`config.mk`:
```
export PLATFORM = sky130hd
export DESIGN_NAME = sti_rx_deser_flat
export DESIGN_NICKNAME = d
export VERILOG_FILES = /design/src/rtl/sti_pkg.sv /design/src/rtl/sti_rx_deser_if.sv /design/src/rtl/sti_rx_fifo.sv /design/src/rtl/sti_rx_deser.sv /design/src/flat_wrapper.sv
export SDC_FILE = /design/constraint.sdc
export NUM_CORES = 1
export LEC_CHECK = 0
export BUFFER_PORTS_ARGS = -buffer_cell sky130_fd_sc_hd__buf_2
export CAP_MARGIN = 40
export CORE_MARGIN = 2
export CORE_UTILIZATION = 35
export DETAILED_ROUTE_END_ITERATION = 7
export SYNTH_ARGS = -nofsm -noshare
export SYNTH_HDL_FRONTEND = slang
export SYNTH_HIERARCHICAL = 1
export SYNTH_SLANG_ARGS = --single-unit
```
`constraint.sdc`:
```
create_clock -name clk -period 3.74 [get_ports clk]
set_clock_uncertainty 0.1 [all_clocks]
set_input_delay 0.187 -clock clk [delete_from_list [all_inputs] [get_ports clk]]
set_output_delay 0.187 -clock clk [all_outputs]
set_load 0.01 [all_outputs]
```
`src/rtl/sti_pkg.sv`:
```
// Shared definitions for the serial-transmit receive path: word width,
// frame length encodings, FSM states and the FIFO entry layout.
package sti_pkg;

    localparam int DATA_W = 32;

    localparam logic [1:0] LEN_8  = 2'd0;
    localparam logic [1:0] LEN_16 = 2'd1;
    localparam logic [1:0] LEN_24 = 2'd2;
    localparam logic [1:0] LEN_32 = 2'd3;

    typedef enum logic {
        ST_IDLE  = 1'b0,
        ST_SHIFT = 1'b1
    } state_e;

    typedef struct packed {
        logic [1:0]        len;
        logic [DATA_W-1:0] data;
    } entry_t;

    function automatic logic [5:0] len_bits(input logic [1:0] len);
        case (len)
            LEN_8:   return 6'd8;
            LEN_16:  return 6'd16;
            LEN_24:  return 6'd24;
            default: return 6'd32;
        endcase
    endfunction

    // Keeps the low len_bits(len) bits of a word.
    function automatic logic [DATA_W-1:0] len_mask(input logic [1:0] len);
        case (len)
            LEN_8:   return 32'h0000_00FF;
            LEN_16:  return 32'h0000_FFFF;
            LEN_24:  return 32'h00FF_FFFF;
            default: return 32'hFFFF_FFFF;
        endcase
    endfunction

endpackage

```
`src/rtl/sti_rx_deser_if.sv`:
```
// Word delivery handshake from the deserializer to the checker/memory-writer:
// the deserializer is the master (drives data/valid), downstream is the slave.
interface sti_rx_deser_if;
    import sti_pkg::*;

    logic [DATA_W-1:0] out_data;
    logic [1:0]        out_len;
    logic              out_valid;
    logic              out_ready;

    modport master (
        output out_data,
        output out_len,
        output out_valid,
        input  out_ready
    );

    modport slave (
        input  out_data,
        input  out_len,
        input  out_valid,
        output out_ready
    );

endinterface

```
`src/rtl/sti_rx_fifo.sv`:
```
// Synchronous FIFO with a fall-through head; DEPTH must be a power of 2 (>= 2).
// While empty the head shows the last word popped.
module sti_rx_fifo #(
    parameter int WIDTH = 34,
    parameter int DEPTH = 2
) (
    input  logic             clk,
    input  logic             reset,
    input  logic             push,
    input  logic             pop,
    input  logic [WIDTH-1:0] wdata,
    output logic [WIDTH-1:0] head,
    output logic             full,
    output logic             empty
);

    localparam int          AW       = $clog2(DEPTH);
    localparam logic [AW:0] FULL_CNT = (AW+1)'(DEPTH);

    logic [AW-1:0]    wr_ptr_q, wr_ptr_d;
    logic [AW-1:0]    rd_ptr_q, rd_ptr_d;
    logic [AW:0]      count_q, count_d;
    logic [WIDTH-1:0] hold_q, hold_d;
    logic [WIDTH-1:0] mem_q [DEPTH];
    logic             do_push, do_pop;

    assign full    = (count_q == FULL_CNT);
    assign empty   = (count_q == '0);
    assign do_pop  = pop && !empty;
    // A push into a full FIFO still lands when the head leaves on the same edge.
    assign do_push = push && (!full || do_pop);
    assign head    = empty ? hold_q : mem_q[rd_ptr_q];

    always_comb begin
        // NOTE: every signal gets a default first so no path leaves it unassigned (no latch).
        wr_ptr_d = wr_ptr_q;
        rd_ptr_d = rd_ptr_q;
        count_d  = count_q;
        hold_d   = hold_q;
        if (do_push) begin
            wr_ptr_d = wr_ptr_q + AW'(1);
        end
        if (do_pop) begin
            rd_ptr_d = rd_ptr_q + AW'(1);
            hold_d   = mem_q[rd_ptr_q];
        end
        case ({do_push, do_pop})
            2'b10:   count_d = count_q + (AW+1)'(1);
            2'b01:   count_d = count_q - (AW+1)'(1);
            default: count_d = count_q;
        endcase
    end

    always_ff @(posedge clk or posedge reset) begin
        // NOTE: state flops use non-blocking assignments so every flop samples pre-edge values.
        if (reset) begin
            wr_ptr_q <= '0;
            rd_ptr_q <= '0;
            count_q  <= '0;
            hold_q   <= '0;
        end else begin
            wr_ptr_q <= wr_ptr_d;
            rd_ptr_q <= rd_ptr_d;
            count_q  <= count_d;
            hold_q   <= hold_d;
        end
    end

    // NOTE: storage is not reset; the pointers and count alone decide which entries are live.
    always_ff @(posedge clk) begin
        if (do_push) begin
            mem_q[wr_ptr_q] <= wdata;
        end
    end

endmodule

```
`src/rtl/sti_rx_deser.sv`:
```
// Serial-to-parallel receiver: frames of 8/16/24/32 valid bits are assembled
// into right-aligned words and queued for downstream. STI_RX_STAT_EN adds counters.
module sti_rx_deser
    import sti_pkg::*;
#(
    parameter int FIFO_DEPTH = 2
) (
    input  logic                 clk,
    input  logic                 reset,
    input  logic                 si_data,
    input  logic                 si_valid,
    input  logic [1:0]           cfg_length,
    input  logic                 cfg_msb,
    sti_rx_deser_if.master       out_if,
    output logic                 frame_err,
    output logic                 overflow,
    output logic                 busy
`ifdef STI_RX_STAT_EN
    ,
    output logic [15:0]          frame_cnt,
    output logic [7:0]           err_cnt
`endif
);

    state_e            state_q, state_d;
    logic [5:0]        count_q, count_d;
    logic [DATA_W-1:0] shift_q, shift_d, shift_next;
    logic [1:0]        len_q, len_d;
    logic              msb_q, msb_d;
    logic              push_q, push_d;
    logic [DATA_W-1:0] word_q, word_d;
    logic [1:0]        wlen_q, wlen_d;
    logic              frame_err_q, frame_err_d;
    logic              overflow_q, overflow_d;

    entry_t            wr_entry, head_entry;
    logic              fifo_full, fifo_empty, pop;

    assign pop = !fifo_empty && out_if.out_ready;

    always_comb begin
        shift_next = shift_q;
        if (msb_q) begin
            shift_next = {shift_q[DATA_W-2:0], si_data};
        end else begin
            shift_next[count_q[4:0]] = si_data;
        end
    end

    always_comb begin
        state_d     = state_q;
        count_d     = count_q;
        shift_d     = shift_q;
        len_d       = len_q;
        msb_d       = msb_q;
        push_d      = 1'b0;
        word_d      = word_q;
        wlen_d      = wlen_q;
        frame_err_d = 1'b0;
        // The completed word reaches the FIFO one edge after its last bit.
        overflow_d  = push_q && fifo_full && !pop;

        case (state_q)
            ST_IDLE: begin
                if (si_valid) begin
                    len_d   = cfg_length;
                    msb_d   = cfg_msb;
                    shift_d = {{(DATA_W-1){1'b0}}, si_data};
                    count_d = 6'd1;
                    state_d = ST_SHIFT;
                end
            end
            default: begin
                if (si_valid) begin
                    shift_d = shift_next;
                    count_d = count_q + 6'd1;
                    if (count_q + 6'd1 == len_bits(len_q)) begin
                        push_d  = 1'b1;
                        word_d  = shift_next & len_mask(len_q);
                        wlen_d  = len_q;
                        count_d = '0;
                        state_d = ST_IDLE;
                    end
                end else begin
                    frame_err_d = 1'b1;
                    count_d     = '0;
                    state_d     = ST_IDLE;
                end
            end
        endcase
    end

    always_ff @(posedge clk or posedge reset) begin
        if (reset) begin
            state_q     <= ST_IDLE;
            count_q     <= '0;
            shift_q     <= '0;
            len_q       <= LEN_8;
            msb_q       <= 1'b0;
            push_q      <= 1'b0;
            word_q      <= '0;
            wlen_q      <= LEN_8;
            frame_err_q <= 1'b0;
            overflow_q  <= 1'b0;
        end else begin
            state_q     <= state_d;
            count_q     <= count_d;
            shift_q     <= shift_d;
            len_q       <= len_d;
            msb_q       <= msb_d;
            push_q      <= push_d;
            word_q      <= word_d;
            wlen_q      <= wlen_d;
            frame_err_q <= frame_err_d;
            overflow_q  <= overflow_d;
        end
    end

    assign wr_entry.len  = wlen_q;
    assign wr_entry.data = word_q;

    sti_rx_fifo #(
        .WIDTH ($bits(entry_t)),
        .DEPTH (FIFO_DEPTH)
    ) u_fifo (
        .clk   (clk),
        .reset (reset),
        .push  (push_q),
        .pop   (pop),
        .wdata (wr_entry),
        .head  (head_entry),
        .full  (fifo_full),
        .empty (fifo_empty)
    );

    assign out_if.out_data  = head_entry.data;
    assign out_if.out_len   = head_entry.len;
    assign out_if.out_valid = !fifo_empty;
    assign frame_err        = frame_err_q;
    assign overflow         = overflow_q;
    assign busy             = (state_q == ST_SHIFT);

`ifdef STI_RX_STAT_EN
    logic [15:0] frame_cnt_q, frame_cnt_d;
    logic [7:0]  err_cnt_q, err_cnt_d;
    logic [8:0]  err_sum;
    logic        push_ok;

    assign push_ok = push_q && (!fifo_full || pop);

    // Coincident frame error and overflow add two; both counters stick at all-ones.
    always_comb begin
        frame_cnt_d = frame_cnt_q;
        if (push_ok && (frame_cnt_q != 16'hFFFF)) begin
            frame_cnt_d = frame_cnt_q + 16'd1;
        end
        err_sum   = {1'b0, err_cnt_q} + {8'd0, frame_err_d} + {8'd0, overflow_d};
        err_cnt_d = err_sum[8] ? 8'hFF : err_sum[7:0];
    end

    always_ff @(posedge clk or posedge reset) begin
        if (reset) begin
            frame_cnt_q <= '0;
            err_cnt_q   <= '0;
        end else begin
            frame_cnt_q <= frame_cnt_d;
            err_cnt_q   <= err_cnt_d;
        end
    end

    assign frame_cnt = frame_cnt_q;
    assign err_cnt   = err_cnt_q;
`endif

endmodule

```
`src/flat_wrapper.sv`:
```
// flat-port wrapper written by rule: the top's interface ports become plain ports
module sti_rx_deser_flat import sti_pkg::*;
#(
    parameter int FIFO_DEPTH = 2
)
  (clk, reset, si_data, si_valid, cfg_length, cfg_msb, frame_err, overflow, busy, out_if_out_data, out_if_out_len, out_if_out_valid, out_if_out_ready);
  sti_rx_deser_if out_if_i ();
  input  logic clk;
  input  logic reset;
  input  logic si_data;
  input  logic si_valid;
  input  logic [1:0] cfg_length;
  input  logic cfg_msb;
  output logic frame_err;
  output logic overflow;
  output logic busy;
  output wire logic [$bits(out_if_i.out_data)-1:0] out_if_out_data;
  output wire logic [$bits(out_if_i.out_len)-1:0] out_if_out_len;
  output wire logic [$bits(out_if_i.out_valid)-1:0] out_if_out_valid;
  input wire logic [$bits(out_if_i.out_ready)-1:0] out_if_out_ready;
  assign out_if_out_data = out_if_i.out_data;
  assign out_if_out_len = out_if_i.out_len;
  assign out_if_out_valid = out_if_i.out_valid;
  assign out_if_i.out_ready = out_if_out_ready;
  sti_rx_deser #(.FIFO_DEPTH(FIFO_DEPTH)) u_core (.clk(clk), .reset(reset), .si_data(si_data), .si_valid(si_valid), .cfg_length(cfg_length), .cfg_msb(cfg_msb), .out_if(out_if_i), .frame_err(frame_err), .overflow(overflow), .busy(busy));
endmodule
```
# Yosys cells after proc, flatten, opt, wreduce, memory -nomap -nowiden
# Memories as Yosys holds them, arrays and structs flattened.
# Cells that the tools add are included.
# Widths: inputs -> output; s select.
# word_totals
ff_bits,117
mem_bits_rw,68
inputBits,8
out_inout_bits,38
elab_cells,77
mem_count,1
# classes
n_addsub,5
magnitude_cmp,2
n_eq_ne,6
mux,31
bitwise,2
n_reduce_logical,16
# mem_list
memory,depth,word_bits,read_ports,rd_ports_with_merged_regs,write_ports,line_no,text
u_core.u_fifo.mem_q,2,34,1,0,1,sti_rx_fifo.sv:24,logic [WIDTH-1:0] mem_q [DEPTH];
# ops
operator,n
$mux 32,7
$pmux 32 s3,1
$mux 6,6
$mux 34,1
$and 32x32->32,1
$bwmux 32,1
$pmux 6 s3,1
$mux 1,12
$add 6x1->6 const B,1
$eq 2x2->1 const B,3
$eq 6x6->1,1
$logic_and 1x1->1,6
$lt 5x6->1 const B,1
$demux 1 s5,1
$ge 5x1->1 const B,1
$eq 2x1->1 const B,2
$logic_not 2->1,2
$pmux 2 s2,1
$reduce_bool 2->1,2
$logic_not 1->1,3
$reduce_and 3->1,1
$add 1x1->1 const B,2
$add 2x1->2 const B,1
$reduce_and 2->1,1
other kinds (3),3

# Depth between registers and ports, before layout
# depth
depth_word,9
depth_mapped,11
mapped_depth_nobuf,7

# By module
# The synthesis kept the hierarchy.
# modules_own_cells
module,instances,cells_each,area_per_inst_um2,seq_area_each_um2
sti_rx_fifo,1,317,4205.3,2992.9
sti_rx_deser,1,390,4167.7,1976.9

# Least setup slack after synthesis
# No wires, ideal clock.
# synth_timing
path_type,register to register
startpoint,reg u_core.u_fifo.count_q[0]
endpoint,"mem u_core.u_fifo.mem_q[0][0], enable pin"
setup_time_ps,425
arrival_ps,2990
t_required_ps,3215
path_slack_ps,225
stages_incl_launch_ff,10
path_buffers,3
synth_period_minus_slack_ps,3515
path_cell_list,dfrtp_1 -> or2_1 -> buf_2 -> buf_6 -> buf_6 -> inv_1 -> nor2b_1 -> or3b_1 -> nand2_1 -> nor2_1
# synth_between
elab_chain_len,8
word_cells_on_any_way,10
cone_classes,1 x eq/ne; 2 x mux; 7 x reduce/logical
# synth_rtl
element,line_no,text
start: declaration,sti_rx_fifo.sv:22,"logic [AW:0] count_q, count_d;"
start signal: assignment,sti_rx_fifo.sv:64,count_q <= count_d;
$logic_not 2->1,sti_rx_fifo.sv:28,assign empty = (count_q == '0);
named net u_core.fifo_empty,sti_rx_deser.sv:37,"logic fifo_full, fifo_empty, pop;"
$logic_not 1->1,sti_rx_deser.sv:39,assign pop = !fifo_empty && out_if.out_ready;
$logic_and 1x1->1,sti_rx_deser.sv:39,
named net u_core.pop,sti_rx_deser.sv:37,
$logic_and 1x1->1,sti_rx_fifo.sv:29,assign do_pop = pop && !empty;
$logic_or 1x1->1,sti_rx_fifo.sv:31,assign do_push = push && (!full || do_pop);
$logic_and 1x1->1,sti_rx_fifo.sv:31,
$mux 1,sti_rx_fifo.sv:71,if (do_push) begin
$mux 1 (not written as such),sti_rx_fifo.sv:72,mem_q[wr_ptr_q] <= wdata;
end: declaration,sti_rx_fifo.sv:24,
# The timed path passes the listed nets, and every way through them passes these cells.

# Worst setup path in the final report
# layout_timing
startpoint,reg u_core.count_q[3]
endpoint,reg u_core.word_q[0]
# layout_between
elab_chain_len,7
word_cells_on_any_way,11
cone_classes,1 x add/sub; 2 x order compare; 1 x eq/ne; 4 x mux; 1 x bitwise; 2 x reduce/logical
# layout_rtl
element,line_no,text
start: declaration,sti_rx_deser.sv:26,"logic [5:0] count_q, count_d;"
start signal: assignment,sti_rx_deser.sv:107,count_q <= count_d;
$lt 5x6->1 (not written as such) or $ge 5x1->1 (tied branches),sti_rx_deser.sv:46,shift_next[count_q[4:0]] = si_data;
$logic_and 1x1->1 (not written as such),sti_rx_deser.sv:46,
$mux 1 (not written as such),sti_rx_deser.sv:46,
$demux 1 s5,n/a,
$bwmux 32,sti_rx_deser.sv:46,
$mux 32,sti_rx_deser.sv:43,if (msb_q) begin
$and 32x32->32,sti_rx_deser.sv:79,word_d = shift_next & len_mask(len_q);
end signal: assignment,sti_rx_deser.sv:112,word_q <= word_d;
end: declaration,sti_rx_deser.sv:31,"logic [DATA_W-1:0] word_q, word_d;"
# Several ways; a longest one is shown, not always the timed one.
# A chain may end at the register's enable or synchronous reset.

==> run_results.csv <==
group,metric,value,unit
synthesis,synthAdderAreaFrac,1.05,%
cts,clock-root-buffer,"clkbuf_16",
synthesis,synth_xor_area_share,1.27,%
synthesis,yosys-top-cells-count,"117 x dfrtp_1, 74 x nor2_1, 68 x edfxtp_1, 68 x mux2i_1, 48 x nand2_1",
critical_path,r2r_slack,1.04,ns
global_route,groute.usage.overall,13.9,%
global_route,grt_pass1_wl,26700,um
die,die_y,159,um
synthesis,yosys.area_share.simple,10.1,%
cts,cts_tree,"yes",
synthesis,synth_seq_cells,185,
cts,post_cts_buffers,0,
critical_path,worst_setup_path_end_kind,"flop",
routing,wl_per_cell,15.4,um
synthesis,async_flop_share,63.2,%
synthesis,synth_cell_types,49,
routing,drc_errors,0,
layout,antenna_cells,0,
die,num_io_pins,46,
die,core,23500,um2
critical_path,timing.rr.end,"u_core/word_q[0]",
routing,vias,5269,
die,initial_core_util,35.7,%
routing,via_per_inst,4.93,
synthesis,synth_compound_area_share,14.5,%
die,rows,56,
synthesis,synth.net_count,722,
timing,final-setup-viol-count,0,
synthesis,synth_top_family_by_area,"compound AO/OA/AOI/OAI gates",
synthesis,synth.most_common_cell,"dfrtp_1",
critical_path,reg2reg_depth,6,
power,powerDensity,560,nW/um2
synthesis,syn-cell-area,8370,um2
worst_hold_path,worstHoldStart,"si_valid",
critical_path,arrival,2.91,ns
cts,numCtsBuffers,17,
critical_path,worst-setup-path-type,"flop to flop",
global_route,antenna_found_initial,0,
global_route,grt_max_degree,70,
worst_hold_path,holdPathEnd,"u_core/frame_err",
routing,dr.pass1.iters,7,
critical_path,r2r-start,"u_core/count_q[3]",
global_route,globalRouteOverflowTotal,0,
critical_path,path_max_fanout,35,
cts,h-tree-depth,4,
timing,slew-limit-headroom,44.0,%
timing,fmax,371,MHz
timing,slew_violations,0,
critical_path,required,3.95,ns
worst_hold_path,hold_depth,2,
critical_path,startpoint_type,"flop",
synthesis,synth.area.top_cells,"dfrtp_1 35%, edfxtp_1 24%, mux2i_1 8.1%, nor2_1 3.3%, o21ai_0 2.6%",
synthesis,synth-main-ff-cell,"dfrtp_1",
cts,clkTransAtPathRegs,0.07,ns
placement,dp_hpwl,10800,um
timing,tightestPinTransition,0.840,ns
die,die_x,159,um
timing,min_period_over_period,72.2,%
flow_run,maxCapViolCount,0,
synthesis,syn_avg_cell_area,11.8,um2
timing,rsz0062_at_grt,"false",
synthesis,synth_edf_count,68,
layout,fin_area,9490,um2
cts,clkLatencyLatePin,0.43,ns
worst_hold_path,min_path_type,"input pin to flop",
synthesis,muxShareOfSynthArea,8.94,%
power,power_leakage,4.15,nW
synthesis,synth_largest_area_cell,"dfrtp_1",
global_route,grt_pass1_vias,4821,
layout,final_util,40.4,%
timing,final-hold-violation-count,0,
synthesis,yosysTopAreaCellShare,35.0,%
placement,io_buffers,45,
placement,gp_congestion,0.828,
synthesis,yosysWarnings,6,
routing,drt_iter0_markers,437,
placement,place_area,8860,um2
synthesis,synthCells,707,
die,fp.dieArea,25200,um2
cts,cts_buffer_depth,2,
outcome,status,"finished clean",
routing,routed_wl,16400,um
synthesis,seq_area_frac_synth,59.4,%
routing,ant_nets,0,
layout,final_layout_size_suffix_gt1_share,15.6,%
power,ir_drop,0.295,mV
cts,cts_sinks,185,
layout,final_net_count,751,
timing,fin_setup_tns,0,ns
layout,syn_to_final_growth,13.3,%
timing,min_period,2.70,ns
## layout by cell type, fill, tap and decap left out, types with 9 or more instances in the layout
cell type	count
nor2_1	73
a211oi_1	23
clkbuf_16	17
nand2_1	48
nand4_1	11
o21ai_0	44
a21oi_2	9
buf_4	12
edfxtp_1	68
a22o_1	16
a32o_1	9
a21o_1	23
inv_1	22
dfrtp_1	116
a21oi_1	40
mux2i_1	68
buf_2	45
## stage by stage
step / setup WS, ns / hold slack (ns) / cells / power [mW]
6_report: 1.04 / 0.00577 / 1068 / 5.31
5_1_grt: 0.942 / 0.0188 / 1068 / 5.63
4_1_cts: 1.04 / 0.000610 / 1068 / 5.38
3_5_place_dp: 1.05 / 0.0877 / 1032 / 3.61
3_3_place_gp: 1.09 / 0.259 / 1030 / 3.57
2_1_floorplan: 0.225 / 0.204 / 707 / 3.27
## layer usage
layer / global-route usage [%] / wire (um) / vias up
li1: - / - / 2626
met4: 4.89 / 220 / 0
met1: 20.1 / 8370 / 2539
met2: 20.4 / 7270 / 87
met3: 3.13 / 548 / 17
met5: 0 / 0 / -
## state kept, by name, summed over array words and instances, names as in the netlist
signal	cells
u_core/busy	1
u_core/u_fifo/mem_q	68
u_core/msb_q	1
u_core/wlen_q	2
u_core/len_q	2
u_core/u_fifo/rd_ptr_q	1
u_core/count_q	6
u_core/u_fifo/wr_ptr_q	1
u_core/u_fifo/hold_q	34
u_core/push_q	1
u_core/overflow	1
u_core/word_q	32
u_core/shift_q	32
u_core/frame_err	1
u_core/u_fifo/count_q	2
## critical path: stages (launching register included)
cell and delay (ns):
dfrtp_1 0.89, xnor3_1 0.52, and3_4 0.20, o211ai_4 0.11
or2_1 0.18, buf_12 0.22, mux2_2 0.35
## final cells by class
cell class                      count  area (um2)
Timing Repair Buffer               64         415
Clock buffer                       24         502
Clock inverter                      8        82.6
Fill cell                        2213       14000
Inverter                           25        97.6
Sequential cell                   185        4970
Tap cell                          319         399
Multi-Input combinational cell    443        3020
## cells by family after synthesis
family / after synthesis
DFF: 185
muxes: 74
AOI/OAI and AO/OA: 180
xor gates and xnor gates: 9
and+or+nand+nor: 173
buffers and inverters: 79
adders and majority gates: 7
## power by group
part | switching [mW] | total [mW] | leakage (nW) | internal, mW
sequential | 0.144 | 2.41 | 2.03 | 2.26
clock | 0.742 | 1.76 | 0.293 | 1.01
combinational | 0.666 | 1.14 | 1.83 | 0.478
total | 1.55 | 5.31 | 4.15 | 3.76
## worst max-delay path by stage
stage | startpoint | end | cells after the start
final | u_core/count_q[3] | u_core/word_q[0] | 6
after global routing | u_core/count_q[3] | u_core/word_q[0] | 6
after CTS | u_core/count_q[3] | u_core/word_q[0] | 6
after detailed placement | u_core/count_q[3] | u_core/word_q[0] | 6
after global placement | u_core/count_q[3] | u_core/word_q[0] | 6
after floorplan | u_core/u_fifo/count_q[0] | u_core/u_fifo/mem_q[0][0] | 9
## what timing repair did
item	in CTS	in global routing
hold endpoints to repair	97	0
hold buffers	4	0
setup endpoints to repair	0	0
gates resized for setup	0	0
(Power assumes the default switching activity.)
